==> src/rtl/cpu_ctrl.sv <==
`default_nettype none
// ============================================================================
//  Module      : cpu_ctrl
//  Description : Control unit for a small 8-bit accumulator CPU. Sequences
//                FETCH/EXEC/MEMWAIT, owns PC, accumulator, carry and the
//                instruction register, and drives the data-memory port.
//  Revision    : 1.0  initial release
// ============================================================================
module cpu_ctrl #(
    parameter logic [7:0] RESET_PC = 8'h00
) (
    input  logic       clk,
    input  logic       rst,
    input  logic       start,
    output logic [7:0] insAddr,
    input  logic       insMode,
    input  logic [2:0] insShort,
    input  logic [3:0] insLong,
    input  logic [7:0] dataAddr,
    output logic [7:0] memAddr,
    output logic [7:0] memWdata,
    output logic       memWe,
    input  logic [7:0] memRdata,
    output logic [7:0] acc,
    output logic       carry,
    output logic       halted,
    output logic       busy
);

    // Controller states
    localparam logic [2:0] c_IDLE    = 3'd0;
    localparam logic [2:0] c_FETCH   = 3'd1;
    localparam logic [2:0] c_EXEC    = 3'd2;
    localparam logic [2:0] c_MEMWAIT = 3'd3;
    localparam logic [2:0] c_HALT    = 3'd4;

    // Short-format opcodes (insMode = 0)
    localparam logic [2:0] c_OP_STA = 3'b001;
    localparam logic [2:0] c_OP_LDA = 3'b010;
    localparam logic [2:0] c_OP_CLA = 3'b011;
    localparam logic [2:0] c_OP_COM = 3'b100;
    localparam logic [2:0] c_OP_JMP = 3'b101;

    // Long-format opcodes (insMode = 1)
    localparam logic [3:0] c_OP_ADD = 4'b1000;
    localparam logic [3:0] c_OP_BAN = 4'b1100;
    localparam logic [3:0] c_OP_SHR = 4'b1101;
    localparam logic [3:0] c_OP_CSL = 4'b1110;
    localparam logic [3:0] c_OP_STP = 4'b1111;

    logic [2:0] r_state;
    logic [7:0] r_pc;
    logic [7:0] r_acc;
    logic       r_carry;
    logic       r_ir_mode;
    logic [2:0] r_ir_short;
    logic [3:0] r_ir_long;
    logic [7:0] r_ir_addr;

    logic [2:0] w_state_nxt;
    logic [7:0] w_pc_nxt;
    logic [7:0] w_acc_nxt;
    logic       w_carry_nxt;
    logic       w_ir_mode_nxt;
    logic [2:0] w_ir_short_nxt;
    logic [3:0] w_ir_long_nxt;
    logic [7:0] w_ir_addr_nxt;

    logic       w_is_sta, w_is_lda, w_is_cla, w_is_com, w_is_jmp;
    logic       w_is_add, w_is_ban, w_is_shr, w_is_csl, w_is_stp;
    logic [7:0] w_pc_inc;
    logic [8:0] w_sum;

    // Decode the latched instruction; the unused format field is ignored
    assign w_is_sta = ~r_ir_mode & (r_ir_short == c_OP_STA);
    assign w_is_lda = ~r_ir_mode & (r_ir_short == c_OP_LDA);
    assign w_is_cla = ~r_ir_mode & (r_ir_short == c_OP_CLA);
    assign w_is_com = ~r_ir_mode & (r_ir_short == c_OP_COM);
    assign w_is_jmp = ~r_ir_mode & (r_ir_short == c_OP_JMP);
    assign w_is_add =  r_ir_mode & (r_ir_long  == c_OP_ADD);
    assign w_is_ban =  r_ir_mode & (r_ir_long  == c_OP_BAN);
    assign w_is_shr =  r_ir_mode & (r_ir_long  == c_OP_SHR);
    assign w_is_csl =  r_ir_mode & (r_ir_long  == c_OP_CSL);
    assign w_is_stp =  r_ir_mode & (r_ir_long  == c_OP_STP);

    // PC increment wraps naturally at 8 bits; add produces a 9-bit sum
    assign w_pc_inc = r_pc + 8'd1;
    assign w_sum    = {1'b0, r_acc} + {1'b0, memRdata};

    // Next-state and datapath update for every controller state
    always_comb begin
        w_state_nxt    = r_state;
        w_pc_nxt       = r_pc;
        w_acc_nxt      = r_acc;
        w_carry_nxt    = r_carry;
        w_ir_mode_nxt  = r_ir_mode;
        w_ir_short_nxt = r_ir_short;
        w_ir_long_nxt  = r_ir_long;
        w_ir_addr_nxt  = r_ir_addr;
        case (r_state)
            c_IDLE: begin
                if (start) begin
                    w_state_nxt = c_FETCH;
                end
            end
            c_FETCH: begin
                w_ir_mode_nxt  = insMode;
                w_ir_short_nxt = insShort;
                w_ir_long_nxt  = insLong;
                w_ir_addr_nxt  = dataAddr;
                w_state_nxt    = c_EXEC;
            end
            c_EXEC: begin
                // Default: single-cycle instruction, advance to the next one
                w_state_nxt = c_FETCH;
                w_pc_nxt    = w_pc_inc;
                if (w_is_cla) begin
                    w_acc_nxt = 8'h00;
                end else if (w_is_com) begin
                    w_acc_nxt = ~r_acc;
                end else if (w_is_csl) begin
                    w_acc_nxt = {r_acc[6:0], r_acc[7]};
                end else if (w_is_shr) begin
                    w_acc_nxt = {1'b0, r_acc[7:1]};
                end else if (w_is_lda || w_is_add) begin
                    // PC advances once the read data is consumed
                    w_state_nxt = c_MEMWAIT;
                    w_pc_nxt    = r_pc;
                end else if (w_is_jmp) begin
                    w_pc_nxt = r_ir_addr;
                end else if (w_is_ban) begin
                    if (r_acc[7]) begin
                        w_pc_nxt = r_ir_addr;
                    end
                end else if (w_is_stp) begin
                    w_state_nxt = c_HALT;
                    w_pc_nxt    = r_pc;
                end
            end
            c_MEMWAIT: begin
                if (w_is_lda) begin
                    w_acc_nxt = memRdata;
                end else if (w_is_add) begin
                    w_acc_nxt   = w_sum[7:0];
                    w_carry_nxt = w_sum[8];
                end
                w_pc_nxt    = w_pc_inc;
                w_state_nxt = c_FETCH;
            end
            c_HALT: begin
                if (start) begin
                    w_pc_nxt    = RESET_PC;
                    w_acc_nxt   = 8'h00;
                    w_carry_nxt = 1'b0;
                    w_state_nxt = c_FETCH;
                end
            end
            default: begin
                w_state_nxt = c_IDLE;
            end
        endcase
    end

    // Architectural state registers with synchronous reset
    always_ff @(posedge clk) begin
        if (rst) begin
            r_state    <= c_IDLE;
            r_pc       <= RESET_PC;
            r_acc      <= 8'h00;
            r_carry    <= 1'b0;
            r_ir_mode  <= 1'b0;
            r_ir_short <= 3'b000;
            r_ir_long  <= 4'b0000;
            r_ir_addr  <= 8'h00;
        end else begin
            r_state    <= w_state_nxt;
            r_pc       <= w_pc_nxt;
            r_acc      <= w_acc_nxt;
            r_carry    <= w_carry_nxt;
            r_ir_mode  <= w_ir_mode_nxt;
            r_ir_short <= w_ir_short_nxt;
            r_ir_long  <= w_ir_long_nxt;
            r_ir_addr  <= w_ir_addr_nxt;
        end
    end

    // Outputs decode only registered state, so they are stable all cycle
    assign insAddr  = r_pc;
    assign acc      = r_acc;
    assign carry    = r_carry;
    assign halted   = (r_state == c_HALT);
    assign busy     = (r_state == c_FETCH) || (r_state == c_EXEC) ||
                      (r_state == c_MEMWAIT);
    assign memWe    = (r_state == c_EXEC) && w_is_sta;
    assign memWdata = memWe ? r_acc : 8'h00;
    // Address is presented in EXEC for memory ops and held through MEMWAIT
    assign memAddr  = (((r_state == c_EXEC) && (w_is_sta || w_is_lda || w_is_add)) ||
                       (r_state == c_MEMWAIT)) ? r_ir_addr : 8'h00;

endmodule
`default_nettype wire

==> config.mk <==
export PLATFORM = sky130hd
export DESIGN_NAME = cpu_ctrl
export DESIGN_NICKNAME = d
export VERILOG_FILES = /design/src/rtl/cpu_ctrl.sv
export SDC_FILE = /design/constraint.sdc
export NUM_CORES = 1
export LEC_CHECK = 0
export ABC_CLOCK_PERIOD_IN_PS = 3230
export CAP_MARGIN = 20
export CORE_MARGIN = 5
export CORE_UTILIZATION = 45
export DETAILED_ROUTE_END_ITERATION = 16
export PLACE_DENSITY = 0.86
export SETUP_SLACK_MARGIN = 0.15
export SYNTH_ARGS = -nofsm -noshare
export SYNTH_HDL_FRONTEND = slang
export SYNTH_SLANG_ARGS = --single-unit
==> constraint.sdc <==
create_clock -name clk -period 3.23 [get_ports clk]
set_clock_uncertainty 0.1 [all_clocks]
set_input_delay 0.8075 -clock clk [delete_from_list [all_inputs] [get_ports clk]]
set_output_delay 0.8075 -clock clk [all_outputs]
set_load 0.02 [all_outputs]
### Word level (Yosys, flattened, before mapping)

Cells that the tools add are included.

* bits in registers: 36
* output and inout port bits: 36
* word-level logic and storage cells: 93
* bits of input ports: 27
* memories kept: 0
* latch bits: 0
* bits in read-only memories: 0
* RAM bits: 0

* shift operators: 0
* mux-type cells: 34
* div/mod/pow operators: 0
* equality and inequality tests: 22
* bitwise gates (word level): 12
* multipliers: 0
* $lt $le $gt $ge: 0
* $add $sub $neg: 2
* reduce and logical (&&, ||, !) cells: 15

Operator list (count)
* $mux W8: 18
* $pmux W8 S3: 2
* $mux W3: 9
* $eq A4 B4 Y1 const B: 5
* $eq A3 B2 Y1 const B: 4
* $pmux W3 S4: 1
* $reduce_and A4 Y1: 3
* $and A1 B1 Y1: 10
* $add A8 B8 Y9: 1
* $eq A3 B3 Y1 const B: 3
* $add A8 B1 Y8 const B: 1
* $ne A8 B8 Y1 const B: 1
* $not A8 Y8: 1
* $eq A3 B1 Y1 const B: 2
* $logic_or A1 B1 Y1: 6
* $ne A2 B2 Y1 const B: 3
* $ne A6 B6 Y1 const B: 1
* $ne A5 B5 Y1 const B: 1
* $logic_not A3 Y1: 1
* $mux W1: 3
* $ne A3 B3 Y1 const B: 1
* $reduce_bool A3 Y1: 1
* $logic_and A1 B1 Y1: 2
* $ne A2 B1 Y1 const B: 1
* other kinds (4): 4

### Longest topological paths before layout

Gate-level depths: netlist (run 1).

* word-level depth: 11
* depth in mapped cells: 9

### Least setup slack after synthesis (run 1)

OpenSTA, ideal clock, no wires.

* path kind: flip-flop to output port
* start: reg r_ir_mode
* end: out memAddr[0]
* cell stages (with the launch flop): 7
* data arrival time: 1.863 ns
* required time: 2.322 ns
* setup slack: 0.459 ns
* cells stage by stage: dfxtp_1 buf_4 nor2_1 nand2_1 nor4_2 nand2b_1 and2_1

* cells in the longest elaborated chain, start to end: 7

Ends and longest elaborated chain
* from (decl): RTL line 55 `logic r_ir_mode;`
* from (signal assigned): RTL line 180 `r_ir_mode <= w_ir_mode_nxt;`
* $not A1 Y1: RTL line 75, 76
* $and A1 B1 Y1 (on tied branches): RTL line 75, 76
* $logic_or A1 B1 Y1: RTL line 197 `assign memAddr = (((r_state == c_EXEC) && (w_is_sta || w_is_lda || w_is_add)) ||`
* $logic_or A1 B1 Y1 (*): RTL line 197
* $logic_and A1 B1 Y1 (*): RTL line 197
* $logic_or A1 B1 Y1 (*): RTL line 197
* $mux W8 (*): RTL line 198 `(r_state == c_MEMWAIT)) ? r_ir_addr : 8'h00;`
* to (decl): RTL line 20 `output logic [7:0] memAddr,`

Mark *: on every way between the ends. The rest lies on a longest branch, timed or not.

### Worst setup path in the final report (run 1)

* start: reg r_ir_mode
* end: out memWe

* cells in the longest elaborated chain, start to end: 3

Ends and longest elaborated chain
* $not A1 Y1: RTL line 75 `assign w_is_sta = ~r_ir_mode & (r_ir_short == c_OP_STA);`
* $and A1 B1 Y1: RTL line 75
* $logic_and A1 B1 Y1: RTL line 194 `assign memWe = (r_state == c_EXEC) && w_is_sta;`
* to (decl): RTL line 22 `output logic memWe,`

No other way between the ends.

==> results by group, run 1 <==
Critical path
  • CP max FO: 10
  • CP arrival: 2.10 ns
  • Slowest cell on the critical path: clkdlybuf4s50_1
  • CP most frequent cell: buf_4
  • Cell family with most CP delay: buffers and inverters
  • Kind of critical path: reg -> out
  • Worst-path cell chain: buf_4 -> nor2_2 -> nand2_1 -> nor4_2 -> buf_4 -> clkdlybuf4s50_1
  • Critical Path Start Type: flip-flop
  • Worst Path Required: 2.32 ns
  • Critical Path Max Stage Delay: 0.61 ns
  • WP buf/inv: 3
  • FF-to-FF setup slack: 0.85 ns
  • Crit. End Element: primary output

Final layout
  • Area Growth Syn to Fin: 29.4%
  • Fin cells: 469
  • Post-layout util: 0.601
  • Filler cells: 503
  • Design area: 0.00333 mm2
  • Commonest non-fill, non-tap cell in the layout: nand2_1
  • Register area: 722 um2
  • Multi-input combinational cell area: 0.00173 mm2
  • Highest-count cells in the layout ignoring fill and taps: 62 x nand2_1, 46 x clkdlybuf4s50_1, 35 x dfxtp_1
  • Final nets: 433
  • Share of layout cells above drive strength 1: 0.111
  • ANT cells: 0

Drt
  • WL per Instance: 14.5 um
  • Drt first pass iters: 4
  • Final WL: 6810 um
  • Starting DRT DRC Count: 224
  • Final routed DRC violation total: 0
  • Vias per cell: 5.55
  • Via count: 2602
  • DRT antenna net count: 0

Placement
  • HPWL Detailed: 5040 um
  • Cells after DPL: 459
  • Final GP Congestion: 0.891
  • Dpl cell area: 0.00324 mm2
  • IO Port Bufs: 62

Hold path
  • Worst Hold Class: reg -> reg

Floorplanning
  • Core area: 0.00554 mm2
  • Die area: 0.00733 mm2
  • Die Ht: 85.6 um
  • # IOs: 63
  • Die X: 85.6 um
  • Initial Util: 0.464
  • FP Rows: 27

Clock network
  • Clock sink count: 36
  • CTS tree: built
  • Total CTS buffers: 5
  • Hold buffers post-CTS: 0
  • Clock latency on the worst-skew pair: 0.29 ns
  • Clk root buf: clkbuf_8
  • Clock slew at reported path FFs: 0.08 ns
  • Clk buf depth: 2
  • H-tree levels: 2

Global routing
  • Total gr overflow: 0
  • First-pass GRT wire length: 11100 um
  • Gr usage total: 0.183
  • Largest net degree at the start of global routing: 39
  • Number of global-route vias before repair: 2402
  • Initial antenna violation count: 0

Synthesis
  • Synth unique cells: 64
  • EDFF count, synth: 0
  • Synth Net Count: 373
  • Ys Warns: 0
  • Main synth FF type: dfxtp_1
  • Ys async rst share: 0
  • Top cells by area, synth: dfxtp_1 28%, nand2_1 9.2%, a21oi_1 4.9%
  • Seq/Total Area, Yosys: 0.280
  • Area leader, netlist: dfxtp_1
  • Share of Yosys cell area claimed by the top area cell type: 0.280
  • Synth Cell Area: 0.00257 mm2
  • Post-synthesis cell count: 336
  • Avg Cell Area, Syn: 7.66 um2
  • Synth Register Bits: 36

Timing
  • Hold_ws: 0.386 ns
  • Peak Freq: 332 MHz
  • Period minus WS final: 3.01 ns
  • Period utilization: 0.932
  • Hold Vio Cnt, Final: 0
  • Slew @ Worst Pin: 0.932 ns
  • RSZ-0062 raised after global routing: true
  • Slew headroom: 0.374
  • Setup_tns: 0 ns
  • Setup-failing EPs final: 0
  • Slew Limit Fails: 0

Power
  • Maximum vdd ir drop: 0.000240 V
  • Pwr Density: 313 mW/mm2
  • Leakage: 1.25 nW

Run
  • Max Cap Viol: 0

Run status
  • Status: completed
-- path summary, 6_finish.rpt --
path | cells after the start | from | endpoint
max reg2reg | 9 | acc[0] | carry
min | 2 | r_ir_addr[6] | r_ir_addr[6]
min reg2reg | 2 | r_ir_addr[6] | r_ir_addr[6]
max | 6 | r_ir_mode | memWe
-- cell type report --
type | instances | share of cell area
multi-input combinational | 274 | 0.520
clock inverter | 3 | 0.00564
timing repair buffer | 71 | 0.200
clock buffer | 5 | 0.0207
tap | 72 | 0.0271
sequential | 36 | 0.217
inverter | 8 | 0.00902
-- stage by stage --
stage | total power [mW] | worst slack [ns]
CTS | 1.05 | 0.139
finish | 1.04 | 0.220
global route | 1.10 | 0.0924
floorplan | 0.644 | 0.459
global placement | 0.722 | 0.0792
detailed placement | 0.729 | 0.00430
-- state kept, by name, indices dropped and copies added, names as in the netlist --
signal      flops
acc             8
insAddr         8
r_ir_addr       8
r_ir_long       4
r_ir_short      3
r_state         3
carry           1
r_ir_mode       1
-- tightest hold or removal path, delay by kind of cell (launching register included) --
kind | cells | cell delay [ns]
flip-flops | 1 | 0.33
AO/OA/AOI/OAI | 1 | 0.05
AND/OR/NAND/NOR | 1 | 0.06
-- where the power goes --
group          internal (mW)  switching (mW)
Clock                  0.150           0.171
Combinational          0.109           0.116
Sequential             0.466          0.0316
-- what timing repair did --
action                                  4_1_cts  5_1_grt
pin swaps                                     0        0
endpoints found under the setup margin       16        9
resized for setup                            21        4
cloned                                        0        0
buffers inserted                              1        1
-- synthesized netlist by cell type (all sizes together) (2+ instances only) --
cell	instances
nand3b	5
inv	8
dfxtp	36
nor3b	4
xor2	2
or3b	2
nor2	33
a21boi	2
o21a	4
xnor2	3
ha	9
and2	18
a211oi	13
o211ai	2
a22oi	6
a31oi	5
nor3	4
nand2b	7
nand2	63
o21ai	20
nand3	11
a21o	2
a311oi	5
nor2b	2
a21oi	26
buf	9
nand4	2
clkbuf	9
-- cell families after synthesis --
logic type	synth area share
and+or+nand+nor	0.312
buffers and inverters	0.0501
adders and majority gates	0.0516
xor gates and xnor gates	0.0170
DFF	0.280
AOI/OAI and AO/OA	0.281
muxes	0.00827
-- per-layer routing --
metal  track usage  vias to the layer above  part of all wire
met1         0.239                     1197              0.46
li1              -                     1315                 -
met3        0.0327                        7             0.052
met2         0.314                       83              0.48
met5             0                        -                 0
met4        0.0403                        0             0.013
No activity file was read; power rests on OpenSTA's default activity.
==> run 2: changes to the inputs <==
Settings changed: CAP_MARGIN 20 to 15, CORE_MARGIN 5 to default, MAX_ROUTING_LAYER from default to met4.
==> run 2 against run 1 <==
Sequential power hardly changed. Cell area grew 0.30%. Combinational power about the same. Largest cell class unchanged. Core utilization rose by 0.55 points. Flip-flop and latch count is the same.
==> results by group, run 2 (synthesized netlist as in run 1, its figures left out) <==
Power
  • Pwr Total: 1.12 mW
  • Pwr Density: 337 mW/mm2
  • Maximum vdd ir drop: 0.000246 V
  • Leakage: 1.26 nW

Placement
  • Final GP Congestion: 0.925
  • Place WS: 0.00713 ns
  • IO Port Bufs: 62
  • Dpl cell area: 0.00324 mm2
  • Cells after DPL: 459
  • HPWL Detailed: 5020 um

Final layout
  • Fin cells: 471
  • Final nets: 435
  • Share of layout cells above drive strength 1: 0.133
  • Post-layout util: 0.606
  • Area Growth Syn to Fin: 29.8%
  • Highest-count cells in the layout ignoring fill and taps: 62 x nand2_1, 45 x clkdlybuf4s50_1, 34 x dfxtp_1
  • ANT cells: 0
  • Commonest non-fill, non-tap cell in the layout: nand2_1
  • Design area: 0.00334 mm2

Global routing
  • Total gr overflow: 0
  • Gr usage total: 0.236
  • First-pass GRT wire length: 11300 um
  • Initial antenna violation count: 0
  • Largest net degree at the start of global routing: 19
  • Number of global-route vias before repair: 2444

Drt
  • WL per Instance: 14.4 um
  • Starting DRT DRC Count: 254
  • DRT antenna net count: 0
  • Final WL: 6770 um
  • Vias per cell: 5.61
  • Drt first pass iters: 4
  • Final routed DRC violation total: 0
  • Via count: 2644

Clock network
  • Clk buf depth: 2
  • CTS tree: built
  • Clk root buf: clkbuf_8
  • Clock slew at reported path FFs: 0.07 ns
  • Clock latency on the worst-skew pair: 0.29 ns
  • Total CTS buffers: 5
  • Clock sink count: 36
  • Hold buffers post-CTS: 0
  • H-tree levels: 2

Hold path
  • Worst Hold Class: reg -> reg
  • Worst hold stages: 2
  • Endpoint, Worst Hold: r_ir_long[3]
  • Hold Crit Start: r_ir_long[3]

Floorplanning
  • Die Ht: 77.6 um
  • Die area: 0.00602 mm2
  • Initial Util: 0.467
  • Die X: 77.6 um
  • # IOs: 63
  • Core area: 0.00551 mm2
  • FP Rows: 27

Critical path
  • Reg2reg path depth: 7
  • CP arrival: 2.10 ns
  • FF-to-FF setup slack: 0.87 ns
  • Worst Path Required: 2.32 ns
  • Critical Path Start Type: flip-flop
  • CP max FO: 6
  • Kind of critical path: reg -> out
  • Reg-to-reg critical path startpoint: acc[1]
  • Crit. End Element: primary output
  • Reg2Reg Capture Point: acc[7]

Timing
  • RSZ-0062 raised after global routing: true
  • Slew Limit Fails: 0
  • Setup-failing EPs final: 0
  • Hold Vio Cnt, Final: 0
  • Hold_ws: 0.388 ns
  • Setup_tns: 0 ns
  • Peak Freq: 333 MHz
  • Period utilization: 0.930
  • Slew headroom: 0.334
  • Period minus WS final: 3.00 ns
  • Slew @ Worst Pin: 0.992 ns
  • Final WS setup: 0.225 ns

Run
  • Max Cap Viol: 0

Run status
  • Status: completed
[run 2: changes by cell type in the layout (fill, tap and decap cells not counted), sizes merged]
cell and delta:
bufinv +1, dlymetal6s2s +1, buf +3, clkinv -2, clkdlybuf4s15 -1, dlygate4sd2 -6, clkbuf +6, clkdlybuf4s50 -1
clkinvlp +1
[run 2: worst max-delay path: stages (launching register included)]
cell      delay, ns
dfxtp_2        0.36
or4_4          0.55
nand2_2        0.12
o21ai_0        0.11
nand2b_1       0.17
buf_4          0.14
buf_4          0.09
and2_1         0.11
buf_2          0.16
[run 2: layout make-up]
cell class | instances | area (um2)
sequential | 36 | 723
clock buffer | 5 | 68.8
inverter | 8 | 30.0
multi-input combinational | 274 | 1730
timing repair buffer | 73 | 656
tap | 72 | 90.1
fill | 496 | 2170
clock inverter | 3 | 42.5
[run 2: what timing repair did]
item | in CTS | in global routing
pin swaps | 1 | 0
buffers inserted | 4 | 0
resized for setup | 23 | 16
endpoints found under the setup margin | 16 | 10
hold endpoints to repair | 0 | 0
[run 2: worst max path at each step]
| stage | depth (start not counted) | start | slack, ns | endpoint |
|---|---|---|---|---|
| after global placement | 10 | memRdata[0] | 0.08 | carry |
| after floorplan | 6 | r_ir_mode | 0.46 | memAddr[0] |
| after detailed placement | 10 | memRdata[0] | 0.007 | carry |
| after CTS | 8 | r_ir_long[1] | 0.17 | memAddr[6] |
| final | 8 | r_ir_long[1] | 0.23 | memAddr[6] |
| after global routing | 10 | memRdata[0] | 0.09 | carry |
[run 2: power breakdown]
group	total [mW]	switching [mW]	internal (mW)
registers	0.498	0.0324	0.466
logic	0.226	0.117	0.109
clock network	0.399	0.171	0.228
[run 2: metal layers]
layer	GRT usage	vias to the layer above	part of all wire
li1	-	1323	-
met1	0.302	1232	0.46
met2	0.384	80	0.49
met3	0.0282	9	0.039
met4	0.0774	0	0.013
met5	-	-	0
